==> config.mk <==
export PLATFORM = sky130hd
export DESIGN_NAME = regfile_wb
export DESIGN_NICKNAME = d
export VERILOG_FILES = /design/src/rtl/cpu_pkg.sv /design/src/rtl/sat_counter.sv /design/src/rtl/regfile_wb.sv
export SDC_FILE = /design/constraint.sdc
export NUM_CORES = 1
export LEC_CHECK = 0
export CAP_MARGIN = 20
export CORE_MARGIN = 2
export CORE_UTILIZATION = 45
export DETAILED_ROUTE_END_ITERATION = 8
export GPL_ROUTABILITY_DRIVEN = 0
export GPL_TIMING_DRIVEN = 0
export PLACE_DENSITY = 0.71
export RECOVER_POWER = 100
export SLEW_MARGIN = 20
export SYNTH_ARGS = -nofsm -noshare
export SYNTH_HDL_FRONTEND = slang
export SYNTH_HIERARCHICAL = 1
export SYNTH_SLANG_ARGS = --single-unit
==> constraint.sdc <==
create_clock -name Clk -period 4.9 [get_ports Clk]
set_clock_uncertainty 0.05 [all_clocks]
set_input_delay 1.225 -clock Clk [delete_from_list [all_inputs] [get_ports Clk]]
set_output_delay 1.225 -clock Clk [all_outputs]
set_load 0.03 [all_outputs]
==> src/rtl/cpu_pkg.sv <==
// Shared constants for the 8-bit, four-register datapath.
// Instruction field positions are common to the dest and writeback stages.
package cpu_pkg;

    localparam int DATA_W   = 8;
    localparam int ADDR_W   = 2;
    localparam int NUM_REGS = 2 ** ADDR_W;

    localparam int RS_HI = 5;
    localparam int RS_LO = 4;
    localparam int RT_HI = 3;
    localparam int RT_LO = 2;
    localparam int RD_HI = 1;
    localparam int RD_LO = 0;

endpackage

==> src/rtl/sat_counter.sv <==
// Unsigned up-counter that sticks at its all-ones value.
// Synchronous active-high clear.
module sat_counter #(
    parameter int CNT_W = 8
) (
    input  logic             Clk,
    input  logic             Clear,
    input  logic             Inc,
    output logic [CNT_W-1:0] Count
);

    logic [CNT_W-1:0] count_q;
    logic [CNT_W-1:0] count_d;

    always_comb begin
        count_d = count_q;
        if (Inc && (count_q != '1)) begin
            count_d = count_q + CNT_W'(1);
        end
    end

    always_ff @(posedge Clk) begin
        if (Clear) begin
            count_q <= '0;
        end else begin
            count_q <= count_d;
        end
    end

    assign Count = count_q;

endmodule

==> src/rtl/regfile_wb.sv <==
// Writeback register file: aligns RegWrite with the dest-stage index,
// commits Write_Data, bypasses reads, and exposes a debug read port.
module regfile_wb
    import cpu_pkg::*;
#(
    parameter int REG_DATA_W = cpu_pkg::DATA_W,
    parameter int REG_ADDR_W = cpu_pkg::ADDR_W,
    parameter int CNT_W      = 8
) (
    input  logic                  Clk,
    input  logic                  Clear,
    input  logic                  RegWrite,
    input  logic [REG_ADDR_W-1:0] Write_Register,
    input  logic [REG_DATA_W-1:0] Write_Data,
    input  logic [REG_ADDR_W-1:0] Read_Register1,
    input  logic [REG_ADDR_W-1:0] Read_Register2,
    output logic [REG_DATA_W-1:0] Read_Data1,
    output logic [REG_DATA_W-1:0] Read_Data2,
    input  logic [REG_ADDR_W-1:0] Dbg_Sel,
    output logic [REG_DATA_W-1:0] Dbg_Data,
    output logic [CNT_W-1:0]      Write_Count,
    output logic                  Hazard
);

    localparam int N_REGS = 2 ** REG_ADDR_W;

    logic                  we_q;
    logic                  we_d;
    logic [REG_DATA_W-1:0] regs_q [N_REGS];
    logic [REG_DATA_W-1:0] regs_d [N_REGS];
    logic [REG_DATA_W-1:0] dbg_q;
    logic [REG_DATA_W-1:0] dbg_d;
    logic                  hit1;
    logic                  hit2;

    // RegWrite leads Write_Register by one cycle; we_q lines them up.
    always_comb begin
        we_d   = RegWrite;
        dbg_d  = regs_q[Dbg_Sel];
        regs_d = regs_q;
        if (we_q) begin
            regs_d[Write_Register] = Write_Data;
        end
    end

    always_ff @(posedge Clk) begin
        if (Clear) begin
            we_q   <= 1'b0;
            dbg_q  <= '0;
            regs_q <= '{default: '0};
        end else begin
            we_q   <= we_d;
            dbg_q  <= dbg_d;
            regs_q <= regs_d;
        end
    end

    always_comb begin
        hit1       = we_q && (Read_Register1 == Write_Register);
        hit2       = we_q && (Read_Register2 == Write_Register);
        Read_Data1 = hit1 ? Write_Data : regs_q[Read_Register1];
        Read_Data2 = hit2 ? Write_Data : regs_q[Read_Register2];
        Hazard     = hit1 || hit2;
    end

    assign Dbg_Data = dbg_q;

    sat_counter #(
        .CNT_W(CNT_W)
    ) u_cnt (
        .Clk  (Clk),
        .Clear(Clear),
        .Inc  (we_q),
        .Count(Write_Count)
    );

endmodule

# --- After elaboration in Yosys (flattened, before gate mapping) ---
# Index checks and enable logic that the tools add are counted.
word_totals:
  ff_bits: 49
  latch_bits: 0
  mem_bits_rw: 0
  romBits: 0
  input_bits: 19
  out_inout_bits: 33
  word_cells: 39
  n_memories: 0
op_classes:
  n_addsub: 1
  n_mul: 0
  div: 0
  magnitude_cmp: 5
  eq_ne: 3
  n_shift: 0
  muxes: 14
  n_bitwise: 4
  n_reduce_logical: 5
op_table:
  columns: ["operator", "n"]
  rows:
  - ["8-bit 2-to-1 mux", 9]
  - ["8-bit binary-select mux with 2-bit select", 3]
  - ["32-bit bitwise mux", 1]
  - ["8-bit demux with 2-bit select", 1]
  - ["3-bit greater-or-equal comparator, second input constant", 4]
  - ["2-bit inverter with 3-bit output", 4]
  - ["8-bit by 1-bit adder with 8-bit output, second input constant", 1]
  - ["8-bit inequality test, second input constant", 1]
  - ["2-bit == test", 2]
  - ["1-bit logical AND", 4]
  - ["3-bit by 1-bit < comparator with 1-bit output, second input constant", 1]
  - ["1-bit logical OR", 1]

# --- Longest topological paths before layout ---
# Gate-level depths: netlist of run 1.
logic_depth:
  word_depth: 6
  depth_mapped: 5
  mapped_depth_nobuf: 4

# --- By module ---
# The synthesis of run 1 kept the hierarchy.
modules_own_cells:
  columns: ["module", "n_inst", "cells_each", "area_per_inst_um2", "seq_area_each_um2"]
  rows:
  - ["regfile_wb", 1, 181, 2337.2, 820.8]
  - ["sat_counter", 1, 46, 430.4, 160.2]

# --- Least setup slack after synthesis of run 1 ---
# No wires, ideal clock.
synth_path:
  path_type: "input to output"
  from: "input Read_Register1[0]"
  to: "output Read_Data1[1]"
  arrival_time_ns: 2.172
  t_required_ns: 3.625
  setup_slack_ns: 1.453
  cell_stages: 3
  path_buffers: 1
  path_cell_list: "buf_6 -> mux4_2 -> mux2_4"
synth_via:
  elab_chain_len: 5
  word_cells_on_any_way: 7
  classes_between: "1 x eq/ne; 4 x mux; 1 x bitwise; 1 x reduce/logical"
synth_rtl:
  columns: ["element", "line", "source"]
  rows:
  - ["start: declaration", "regfile_wb.sv:15", "input logic [REG_ADDR_W-1:0] Read_Register1,"]
  - ["2-bit inverter with 3-bit output (not written as such)", "regfile_wb.sv:61", "Read_Data1 = hit1 ? Write_Data : regs_q[Read_Register1];"]
  - ["8-bit binary-select mux with 2-bit select", "regfile_wb.sv:61", null]
  - ["8-bit 2-to-1 mux (not written as such) (2 in series)", "regfile_wb.sv:61", null]
  - ["8-bit 2-to-1 mux (*)", "regfile_wb.sv:61", null]
  - ["end: declaration", "regfile_wb.sv:17", "output logic [REG_DATA_W-1:0] Read_Data1,"]
# Mark *: on every way between the ends. The rest lies on a longest branch, timed or not. The select of a mux whose other input is x is not followed.

# --- Worst setup path in the final report of run 1 ---
layout_path:
  from: "input Write_Register[0]"
  to: "output Read_Data1[6]"
layout_via:
  elab_chain_len: 3
layout_rtl:
  columns: ["element", "line", "source"]
  rows:
  - ["start: declaration", "regfile_wb.sv:13", "input logic [REG_ADDR_W-1:0] Write_Register,"]
  - ["2-bit == test", "regfile_wb.sv:59", "hit1 = we_q && (Read_Register1 == Write_Register);"]
  - ["1-bit logical AND", "regfile_wb.sv:59", null]
  - ["8-bit 2-to-1 mux", "regfile_wb.sv:61", null]
# No other way between the ends.

==> results of run 1 <==
==> state kept, by name (all words and copies together) (netlist names) <==
register     count
Dbg_Data         8
we_q             1
regs_q          32
u_cnt/Count      8
==> where the power goes <==
group | total, W | switching (W) | internal, W | leakage [nW]
clock network | 0.000240 | 0.000127 | 0.000112 | 0.0443
registers | 0.000413 | 0.00000710 | 0.000406 | 0.397
logic | 0.000134 | 0.0000700 | 0.0000635 | 1.08
total | 0.000786 | 0.000205 | 0.000582 | 1.52
==> cell usage after synthesis <==
cell type  count
a211oi_1       2
a21boi_0       1
a21boi_4       1
a21oi_1        5
a311oi_1       1
a31oi_1        1
and2b_2        1
and3_4         1
and4_1         2
buf_2          7
buf_4          1
buf_6          5
clkbuf_1       4
dfxtp_1       49
ha_1           1
inv_1          1
mux2_4        17
mux2i_1       33
mux4_2        24
nand2_1        6
nand2b_1       1
nand3_1        2
nand3_2        1
nand3_4        2
nand3b_1       2
nand4_1        2
nor2_1        33
nor2b_1        9
nor3_1         2
nor3b_1        1
o21ai_1        1
o21bai_1       2
o311a_1        1
or3_2          1
xnor2_2        4
==> per-stage QoR <==
step	hold WS, ns	worst slack (ns)
global placement	0.449	0.840
floorplan	0.441	1.45
CTS	0.471	0.817
finish	0.462	0.737
global route	0.510	0.668
detailed placement	0.459	0.821
==> cell type report <==
cell class / instances / area share, %
well taps: 75 / 2.78
clock buffers: 7 / 2.56
repair buffers: 43 / 12.8
flip-flops and latches: 49 / 29.1
plain buffers: 17 / 3.34
inverters: 1 / 0.111
multi-input cells: 160 / 49.4
==> worst min path at each step <==
stage | end | cells after the start | slack, ns
after floorplan | regs_q[24] | 2 | 0.44
after global placement | u_cnt/Count[1] | 2 | 0.45
after detailed placement | u_cnt/Count[1] | 2 | 0.46
after CTS | u_cnt/Count[1] | 2 | 0.47
after global routing | u_cnt/Count[5] | 1 | 0.51
final | u_cnt/Count[1] | 2 | 0.46
==> worst register-to-register path, cell delays in order (launching register included) <==
cell and delay (ns):
dfxtp_1 0.43, buf_2 0.24, nor3b_1 0.20, buf_4 0.24
mux2i_1 0.21, nor2_1 0.06
==> logic make-up (layout without fill, tap and decap cells) <==
family	Yosys count	after routing	synth area share, %
DFF	49	49	35.4
muxes	74	74	40.7
AOI/OAI and AO/OA	15	15	4.02
adders and majority gates	1	1	0.452
xor gates and xnor gates	4	4	2.35
buffers and inverters	18	68	4.25
and+or+nand+nor	66	66	12.8
==> layer usage <==
layer	vias up	global-route usage, %	wire length (um)
met2	50	31.3	2880
met3	9	4.24	288
met5	-	0	0
met1	932	26.9	2850
met4	0	5.67	78
li1	940	-	-
==> impl_metrics.env, run 1 <==
export IMPL_status="complete, no violations"
export IMPL_cts_tree="built"
export IMPL_gr_usage_all_layers_pct=19.6
export IMPL_hold_violations=0
export IMPL_hp_class="reg2reg"
export IMPL_crit_required_ns=3.62
export IMPL_cp_max_fo=9
export IMPL_multi_input_comb_area_sq_um=1670
export IMPL_clkSinkCount=49
export IMPL_final_core_util_pct=57.0
export IMPL_num_vias=1931
export IMPL_port_buffers=43
export IMPL_timing_final_crit_share_pct=85.0
export IMPL_synth_top_cell_area_share_pct=35.4
export IMPL_die_area_sq_um=6790
export IMPL_r2r_cells=5
export IMPL_maxCapViolations=0
export IMPL_die_w_um=82.4
export IMPL_pwr_density_cell_nw_per_um2=233
export IMPL_postSynthCellCount=227
export IMPL_setup_viol=0
export IMPL_grt_pass1_vias=1855
export IMPL_core_sq_um=5920
export IMPL_final_cell_mix="49 x dfxtp_1, 34 x dlygate4sd3_1, 33 x mux2i_1, 33 x nor2_1, 24 x mux4_2"
export IMPL_clock_path_buffers=2
export IMPL_cp_num_buf_inv=2
export IMPL_final_common_cell="dfxtp_1"
export IMPL_grt_overflow_total=0
export IMPL_path_cells="buf_2 > xnor2_2 > nand3_4 > mux2_4 > dlygate4sd3_1"
export IMPL_clock_root_buffer="clkbuf_8"
export IMPL_firstDrtPassIters=4
export IMPL_place_area_sq_um=3290
export IMPL_period_needed_ns=4.16
export IMPL_seq_area_sq_um=981
export IMPL_stdcell_count=352
export IMPL_hp_start="u_cnt/Count[1]"
export IMPL_tns_ns=0
export IMPL_tightestPinTransition_ns=0.727
export IMPL_start_util_pct=46.7
export IMPL_syn_area_sq_um=2770
export IMPL_synth_fp_nets=247
export IMPL_synth_cell_types=35
export IMPL_crit_type="in2out"
export IMPL_numCtsBuffers=5
export IMPL_io_pins=52
export IMPL_row_count=28
export IMPL_fmax_ghz=0.240
export IMPL_rrSetupSlack_ns=3.35
export IMPL_synth_top_area_cell="dfxtp_1"
export IMPL_arrival_ns=2.89
export IMPL_antenna_found_initial=0
export IMPL_rsz0062_at_grt="false"
export IMPL_slowest_delay_ns=0.69
export IMPL_slew_headroom_pct=51.5
export IMPL_r2r_start="we_q"
export IMPL_endpoint_kind="output port"
export IMPL_fill_cells=512
export IMPL_critPathLaunchType="input pin"
export IMPL_seq_area_frac_synth_pct=35.4
export IMPL_p_leak_nw=1.52
export IMPL_drc=0
export IMPL_clk_latency_ns=0.30
export IMPL_fin_nets=297
export IMPL_crit_path_end="Read_Data1[6]"
export IMPL_grt_pass1_wl_um=9630
export IMPL_postCtsSetupRepairBufs=0
export IMPL_design_area_sq_um=3370
export IMPL_total_power_w=0.000786
export IMPL_syn_avg_cell_area_sq_um=12.2
export IMPL_ant_nets=0
export IMPL_wl_um=6090
export IMPL_slowest_stage="dlygate4sd3_1"
export IMPL_drt_wirelength_per_cell_um=17.3
export IMPL_crit_family="buffers and inverters"
export IMPL_ir_worst_vdd_v=0.000138
export IMPL_drt_iter0_markers=137
export IMPL_crit_start="Write_Register[0]"
export IMPL_grt_max_degree=14
export IMPL_via_per_inst=5.49
export IMPL_synth_area_leaders="dfxtp_1 35%, mux4_2 20%, mux2i_1 12%"
export IMPL_syn2layout_area_growth_pct=21.9
export IMPL_place_inst=345
export IMPL_htree_levels=2
export IMPL_path_depth=5
export IMPL_drv_slew=0
export IMPL_clkTransAtPathRegs_ns=0.08
export IMPL_worstReg2RegEnd="regs_q[24]"
export IMPL_postCtsHoldBufs=0
export IMPL_place_hpwl_um=4190
export IMPL_die_y_um=82.4
export IMPL_synth_warnings=6
export IMPL_ys_ff_latch=49
export IMPL_cts_resized_gates=0
export IMPL_antennaDiodeCount=0
export IMPL_drive_gt1_share_pct=24.9
(Power assumes the default switching activity.)
==> run 2, diff against run 1 <==
==> constraint.sdc (replaced) <==
create_clock -name Clk -period 4.2 [get_ports Clk]
set_clock_uncertainty 0.05 [all_clocks]
set_input_delay 1.05 -clock Clk [delete_from_list [all_inputs] [get_ports Clk]]
set_output_delay 1.05 -clock Clk [all_outputs]
set_load 0.03 [all_outputs]
==> results of run 2 <==
The final DEF is identical to that of run 1. Status: complete, no violations.
Main changes from that run: setup slack after placement 0.821 ns -> 0.471 ns; setup slack after layout 0.737 ns -> 0.387 ns; register-to-register setup slack 3.35 ns -> 2.65 ns; total power 0.000786 W -> 0.000917 W; worst IR drop on VDD 0.000138 V -> 0.000161 V
